`config.mk`:
```
export PLATFORM = sky130hd
export DESIGN_NAME = despachador_llamadas
export DESIGN_NICKNAME = d
export VERILOG_FILES = /design/src/rtl/despachador_llamadas.sv
export SDC_FILE = /design/constraint.sdc
export NUM_CORES = 1
export LEC_CHECK = 0
export ABC_AREA = 0
export CAP_MARGIN = 25
export CORE_MARGIN = 2
export CORE_UTILIZATION = 45
export DETAILED_ROUTE_END_ITERATION = 8
export PLACE_DENSITY_LB_ADDON = 0.12
export RECOVER_POWER = 25
export SLEW_MARGIN = 30
export SYNTH_ARGS = -nofsm -noshare
export SYNTH_HDL_FRONTEND = slang
export SYNTH_SLANG_ARGS = --single-unit
```
`constraint.sdc`:
```
create_clock -name clk -period 2.7 [get_ports clk]
set_clock_uncertainty 0.1 [all_clocks]
set_input_delay 0.27 -clock clk [delete_from_list [all_inputs] [get_ports clk]]
set_output_delay 0.27 -clock clk [all_outputs]
set_load 0.005 [all_outputs]
```
`src/rtl/despachador_llamadas.sv`:
```
// Hall-call dispatcher: latches floor calls, hands each to the nearest free elevator,
// clears calls on service and reclaims stale assignments. Define DESPACHADOR_DEBOUNCE_EN to filter buttons.
//
// state  | meaning
// ESPERA | idle until an unassigned call and a free elevator both exist
// BUSCA  | round-robin scan at ptr for a pending, unassigned floor
// ASIGNA | load the chosen elevator with floor ptr
module despachador_llamadas #(
    parameter int unsigned TIMEOUT_CICLOS  = 500000000,
    parameter int unsigned DEBOUNCE_CICLOS = 1000000
) (
    input  logic       clk,
    input  logic       rst,
    input  logic [3:0] boton_llamada,
    input  logic [1:0] piso_asc_1,
    input  logic [1:0] piso_asc_2,
    input  logic       puertas_abiertas_asc_1,
    input  logic       puertas_abiertas_asc_2,
    output logic [3:0] llamada_pendiente,
    output logic [1:0] destino_asc_1,
    output logic [1:0] destino_asc_2,
    output logic       destino_valido_asc_1,
    output logic       destino_valido_asc_2,
    output logic       atendido_asc_1,
    output logic       atendido_asc_2,
    output logic       timeout_asc_1,
    output logic       timeout_asc_2
);
    typedef enum logic [1:0] {ESPERA, BUSCA, ASIGNA} estado_t;

    localparam logic [33:0] TO_FIN = 34'(TIMEOUT_CICLOS) - 34'd1;

    estado_t         estado;
    logic [1:0]      ptr;
    logic            elegido;
    logic            elige_2;
    logic            asigna_ok;
    logic [3:0]      boton;
    logic [3:0]      boton_q;
    logic [3:0]      asignado;
    logic [3:0]      asignado_sig;
    logic [3:0]      clr_srv;
    logic [3:0]      clr_to;
    logic [3:0]      set_asig;
    logic [1:0]      puertas;
    logic [1:0]      puertas_q;
    logic [1:0]      servicio;
    logic [1:0]      propio;
    logic [1:0]      libera;
    logic [1:0]      fin;
    logic [1:0]      valido;
    logic [1:0]      atendido;
    logic [1:0]      timeout_p;
    logic [1:0][1:0] piso;
    logic [1:0][1:0] destino;
    logic [1:0][33:0] cnt;

    function automatic logic [2:0] distancia(input logic [1:0] a, input logic [1:0] b);
        logic [2:0] za;
        logic [2:0] zb;
        za = {1'b0, a};
        zb = {1'b0, b};
        return (za >= zb) ? za - zb : zb - za;
    endfunction

`ifdef DESPACHADOR_DEBOUNCE_EN
    logic [3:0]       boton_filt;
    logic [3:0][31:0] deb_cnt;

    // Filtered level flips only after DEBOUNCE_CICLOS consecutive samples at the new raw value.
    always_ff @(posedge clk) begin
        if (rst) begin
            boton_filt <= '0;
            deb_cnt    <= '0;
        end else begin
            for (int i = 0; i < 4; i++) begin
                if (boton_llamada[i] == boton_filt[i]) begin
                    deb_cnt[i] <= '0;
                end else if (deb_cnt[i] == DEBOUNCE_CICLOS - 1) begin
                    boton_filt[i] <= boton_llamada[i];
                    deb_cnt[i]    <= '0;
                end else begin
                    deb_cnt[i] <= deb_cnt[i] + 32'd1;
                end
            end
        end
    end

    assign boton = boton_filt;
`else
    assign boton = boton_llamada;
`endif

    assign piso    = {piso_asc_2, piso_asc_1};
    assign puertas = {puertas_abiertas_asc_2, puertas_abiertas_asc_1};

    // Service always beats timeout and a same-cycle assignment on the same floor.
    always_comb begin
        servicio = puertas & ~puertas_q;
        clr_srv  = '0;
        clr_to   = '0;
        propio   = '0;
        libera   = '0;
        fin      = '0;
        for (int n = 0; n < 2; n++) begin
            if (servicio[n]) clr_srv = clr_srv | (4'b0001 << piso[n]);
            propio[n] = servicio[n] & valido[n] & (destino[n] == piso[n]);
            libera[n] = propio[n] | (servicio[1-n] & valido[n] & (destino[n] == piso[1-n]));
            fin[n]    = valido[n] & (cnt[n] == TO_FIN) & ~libera[n];
            if (fin[n]) clr_to = clr_to | (4'b0001 << destino[n]);
        end
        asigna_ok    = (estado == ASIGNA) & llamada_pendiente[ptr] & ~asignado[ptr] & ~clr_srv[ptr];
        set_asig     = asigna_ok ? (4'b0001 << ptr) : 4'b0000;
        asignado_sig = (asignado & ~clr_srv & ~clr_to) | set_asig;
        elige_2      = ~valido[1] & (valido[0] | (distancia(piso[1], ptr) < distancia(piso[0], ptr)));
    end

    always_ff @(posedge clk) begin
        if (rst) begin
            estado            <= ESPERA;
            ptr               <= '0;
            elegido           <= 1'b0;
            boton_q           <= '0;
            puertas_q         <= '0;
            llamada_pendiente <= '0;
            asignado          <= '0;
            destino           <= '0;
            valido            <= '0;
            atendido          <= '0;
            timeout_p         <= '0;
            cnt               <= '0;
        end else begin
            boton_q           <= boton;
            puertas_q         <= puertas;
            llamada_pendiente <= (llamada_pendiente | (boton & ~boton_q)) & ~clr_srv;
            asignado          <= asignado_sig;
            atendido          <= propio;
            timeout_p         <= fin;
            for (int n = 0; n < 2; n++) begin
                if (libera[n] | fin[n]) valido[n] <= 1'b0;
                cnt[n] <= (valido[n] & ~libera[n] & ~fin[n]) ? cnt[n] + 34'd1 : 34'd0;
            end
            case (estado)
                ESPERA: begin
                    if ((|(llamada_pendiente & ~asignado)) && !(&valido)) estado <= BUSCA;
                end
                BUSCA: begin
                    if (&valido) begin
                        estado <= ESPERA;
                    end else if (llamada_pendiente[ptr] && !asignado[ptr]) begin
                        elegido <= elige_2;
                        estado  <= ASIGNA;
                    end else begin
                        ptr <= ptr + 2'd1;
                    end
                end
                ASIGNA: begin
                    estado <= ESPERA;
                    if (asigna_ok) begin
                        destino[elegido] <= ptr;
                        valido[elegido]  <= 1'b1;
                        ptr              <= ptr + 2'd1;
                    end
                end
                default: estado <= ESPERA;
            endcase
        end
    end

    assign destino_asc_1        = destino[0];
    assign destino_asc_2        = destino[1];
    assign destino_valido_asc_1 = valido[0];
    assign destino_valido_asc_2 = valido[1];
    assign atendido_asc_1       = atendido[0];
    assign atendido_asc_2       = atendido[1];
    assign timeout_asc_1        = timeout_p[0];
    assign timeout_asc_2        = timeout_p[1];
endmodule

```
==> results.md <==
* Post-Route WL at approximately 11000 um
* Register area share after synthesis at 39.5%
* Syn Nets at about 580
* Leak Pwr at 0.00189 uW
* Overall Global Routing Usage at between 10% and 20%
* Post-synth EDFFs at 0
* Post-synth top flop: dfxtp_1
* Reg-to-reg endpoint: elegido
* Clk pin slew, worst setup/hold paths at 0.09 ns
* Hpwl dp at 7740 um
* Placed instance area at roughly 5400 um2
* Post-route setup TNS at 0 ns
* Number of global-route vias before repair at approximately 3800
* Pwr dens at roughly 470 nW/um2
* Antenna Nets Post-Route at 0
* Nets@finish at between 600 and 700
* CP Data Required Time at roughly 2.9 ns
* Max clock buf depth at 2
* Antenna violations before repair at 0
* CP endpoint: elegido
* Port Buffer Count at 25
* Syn_area_per_cell at between 8 and 9 um2
* Top-level I/O count at 26
* Largest net degree at the start of global routing at 36
* Fin crit share at between 90% and 100%
* Final critical-path setup slack at between 0.15 and 0.2 ns
* Share of cells above drive strength 1 at a little over 7%
* RSZ-0062 raised after global routing: false
* Setup crit start kind: primary input
* Layout Cells excl Fill at around 740
* Synth Instances at 554
* Final Max Tran Viols at 0
* Finish-stage setup viols at 0
* Synth Area in Adders at roughly 5.2%
* DRT Pass-1 Iters at 4
* Maximum vdd drop at 0.436 mV
* Time the worst path needs with I/O delays and setup at approximately 2.5 ns
* Synth warn at 0
* Netlist cell types at 52
* Arrival @ worst endpoint at approximately 2.7 ns
* Synthesized area at ~4900 um2
* Post-CTS setup buffer count at 0
* Critical-path maximum fanout at 2
* Core area at 10700 um2
* Simple-gate portion of the synthesized area at 31.1%
* Die area at 11800 um2
* Critical path class: in2reg
* Root Driver: clkbuf_8
* Cell area after layout at roughly 5600 um2
* Outcome: finished clean
* Num rows at 38
* Synth Area in Compound Gates at 5.63%
* GR Overflow Total at 0
* Max Cap Violations at 0
* CP Launch Point: piso_asc_2[0]
* Async S/R FF share, synth at 0%
* Slew Limit Headroom at a little under a fifth
* Worst Setup End Kind: flop
* Cts-stage hold buffer count at 0
* Final Core Density at 51.8%
* Die width at 109 um
* H-tree Lvls at 3
* Synthesized flop and latch total at between 90 and 100
* Ant. Diodes at 0
* Fin. Hold Viols at 0
* Worst-Margin Slew at 1.22 ns
* Inserted Clock Buffers at 9
* Largest family of logic cells by synthesized area: simple AND/OR/NAND/NOR gates
* Synth Area in XOR/XNOR at 12.3%
* Pre-CTS setup slack at -0.237 ns
* PostCTS Resize Cnt at 0
* Starting density of the core at 45.7%
* 1st-iter DRT viols at 264
* DR vias at 3961
* Placed cell count at 719
* Height of the die at between 100 and 150 um
* CTS sink count at between 90 and 100
* Mux cell area share after synthesis at 2.60%
* Global-route wire length before repair at 18300 um
* Vias per cell at approximately 5.4
* RePlAce Congestion at between 0.7 and 0.8
* Worst hold path class: reg2reg
* Clock latency on the worst-skew pair at around 0.38 ns
* R2R depth at 10
* RR Startpoint: ptr[0]
* Area Growth Syn to Fin at 13.3%
* Avg WL per Cell at ~14 um
* CTS tree: built
* Fmax at 392 MHz
* Drt drc at 0
* R2R Setup Slk at roughly 0.16 ns
==> cells in the mapped netlist, types with 2 or more instances <==
master	instances	area, um2
ha_1	14	175
nor2b_1	15	93.8
o22ai_1	2	12.5
nor3b_1	5	37.5
inv_1	16	60.1
xnor2_1	26	228
nor4_1	15	93.8
and3_1	14	87.6
nand3_1	29	145
nand4_1	35	219
a21oi_1	16	80.1
nor4b_1	7	61.3
fa_1	4	80.1
dfxtp_1	97	1940
and4_1	8	70.1
nand2b_1	14	87.6
nor2_1	81	304
buf_6	4	45.0
nor4bb_1	2	20.0
mux2_2	2	22.5
nand2_1	26	97.6
a21o_1	2	15.0
nand3b_1	3	22.5
o21ai_0	7	35.0
clkbuf_1	5	18.8
nor3_1	11	55.1
mux2i_1	6	60.1
and2_1	4	25.0
a22o_1	4	35.0
buf_4	3	22.5
or3_1	5	31.3
buf_2	6	30.0
xor2_1	43	377
or4_1	2	15.0
o211ai_1	2	15.0
o21a_1	2	15.0
mux4_2	2	45.0
==> layout by cell type (no fill, tap or decap), types with 6 or more instances in the layout <==
master | netlist | final
ha_1 | 14 | 14
inv_1 | 16 | 16
dfxtp_1 | 97 | 97
xor2_1 | 43 | 43
dlygate4sd3_1 | 0 | 13
nor3_1 | 11 | 11
a21oi_1 | 16 | 15
clkbuf_8 | 0 | 10
nand4_1 | 35 | 35
nor2b_1 | 15 | 15
nor4b_1 | 7 | 7
nor4_1 | 15 | 14
xnor2_1 | 26 | 26
o21ai_0 | 7 | 7
buf_4 | 3 | 16
mux2i_1 | 6 | 6
nand2b_1 | 14 | 14
and4_1 | 8 | 8
nand2_1 | 26 | 26
nand3_1 | 29 | 29
and3_1 | 14 | 14
clkdlybuf4s50_1 | 0 | 12
nor2_1 | 81 | 81
==> where the power goes <==
part	internal (uW)	leakage (uW)	switching (uW)
combinational	129	0.00102	133
clock	361	0.0000826	512
sequential	1450	0.000784	15.7
==> stage by stage <==
stage | hold slack [ns] | total power, uW
2_1_floorplan | 0.298 | 1660
3_3_place_gp | 0.343 | 1750
3_5_place_dp | 0.351 | 1760
4_1_cts | 0.360 | 2640
5_1_grt | 0.355 | 2730
6_report | 0.369 | 2600
==> cell type report <==
type	instances	area, um2
fillers	1065	5180
multi-input cells	422	2800
flip-flops and latches	97	1940
repair buffers	44	414
well taps	140	175
clock buffers	12	145
inverters	16	60.1
clock inverters	4	28.8
==> metal layers <==
layer / vias up / share of wire (%) / GRT usage (%)
met2: 57 / 48 / 32.9
met3: 10 / 4.0 / 5.67
li1: 2015 / - / -
met4: 0 / 1.0 / 4.67
met5: - / 0 / 0
met1: 1879 / 47 / 25.2
==> cell families (layout without fill, tap and decap cells) <==
kind of cell	count (synthesis)	after routing
AND/OR/NAND/NOR	283	283
flip-flops	97	97
XOR/XNOR	69	69
AO/OA/AOI/OAI	42	42
buffers and inverters	35	76
adder cells (fa/ha/maj)	18	18
multiplexers	10	10
==> worst min-delay path by stage <==
stage,slack [ns],to,cells past startpoint,startpoint
finish,0.37,cnt[34],1,cnt[34]
global route,0.36,boton_q[0],2,boton_llamada[0]
CTS,0.36,boton_q[0],2,boton_llamada[0]
detailed placement,0.35,cnt[34],1,cnt[34]
global placement,0.34,cnt[34],1,cnt[34]
floorplan,0.30,boton_q[0],1,boton_llamada[0]
==> state kept, by name, summed over array words and instances, names as in the netlist <==
register,count
valido,2
boton_q,4
destino_asc_2,2
puertas_q,2
destino_asc_1,2
timeout_p,2
cnt,68
atendido,2
asignado,4
elegido,1
llamada_pendiente,4
estado,2
ptr,2
==> critical path, cell delays in order <==
cell,delay (ns)
clkdlybuf4s50_1,0.42
inv_1,0.08
ha_1,0.15
inv_1,0.05
fa_1,0.39
a21oi_2,0.15
mux2_2,0.36
ha_1,0.29
a21o_1,0.15
a21oi_1,0.19
o21ai_0,0.10
a21oi_1,0.15
Note: power is estimated with default switching activity, not from simulation.
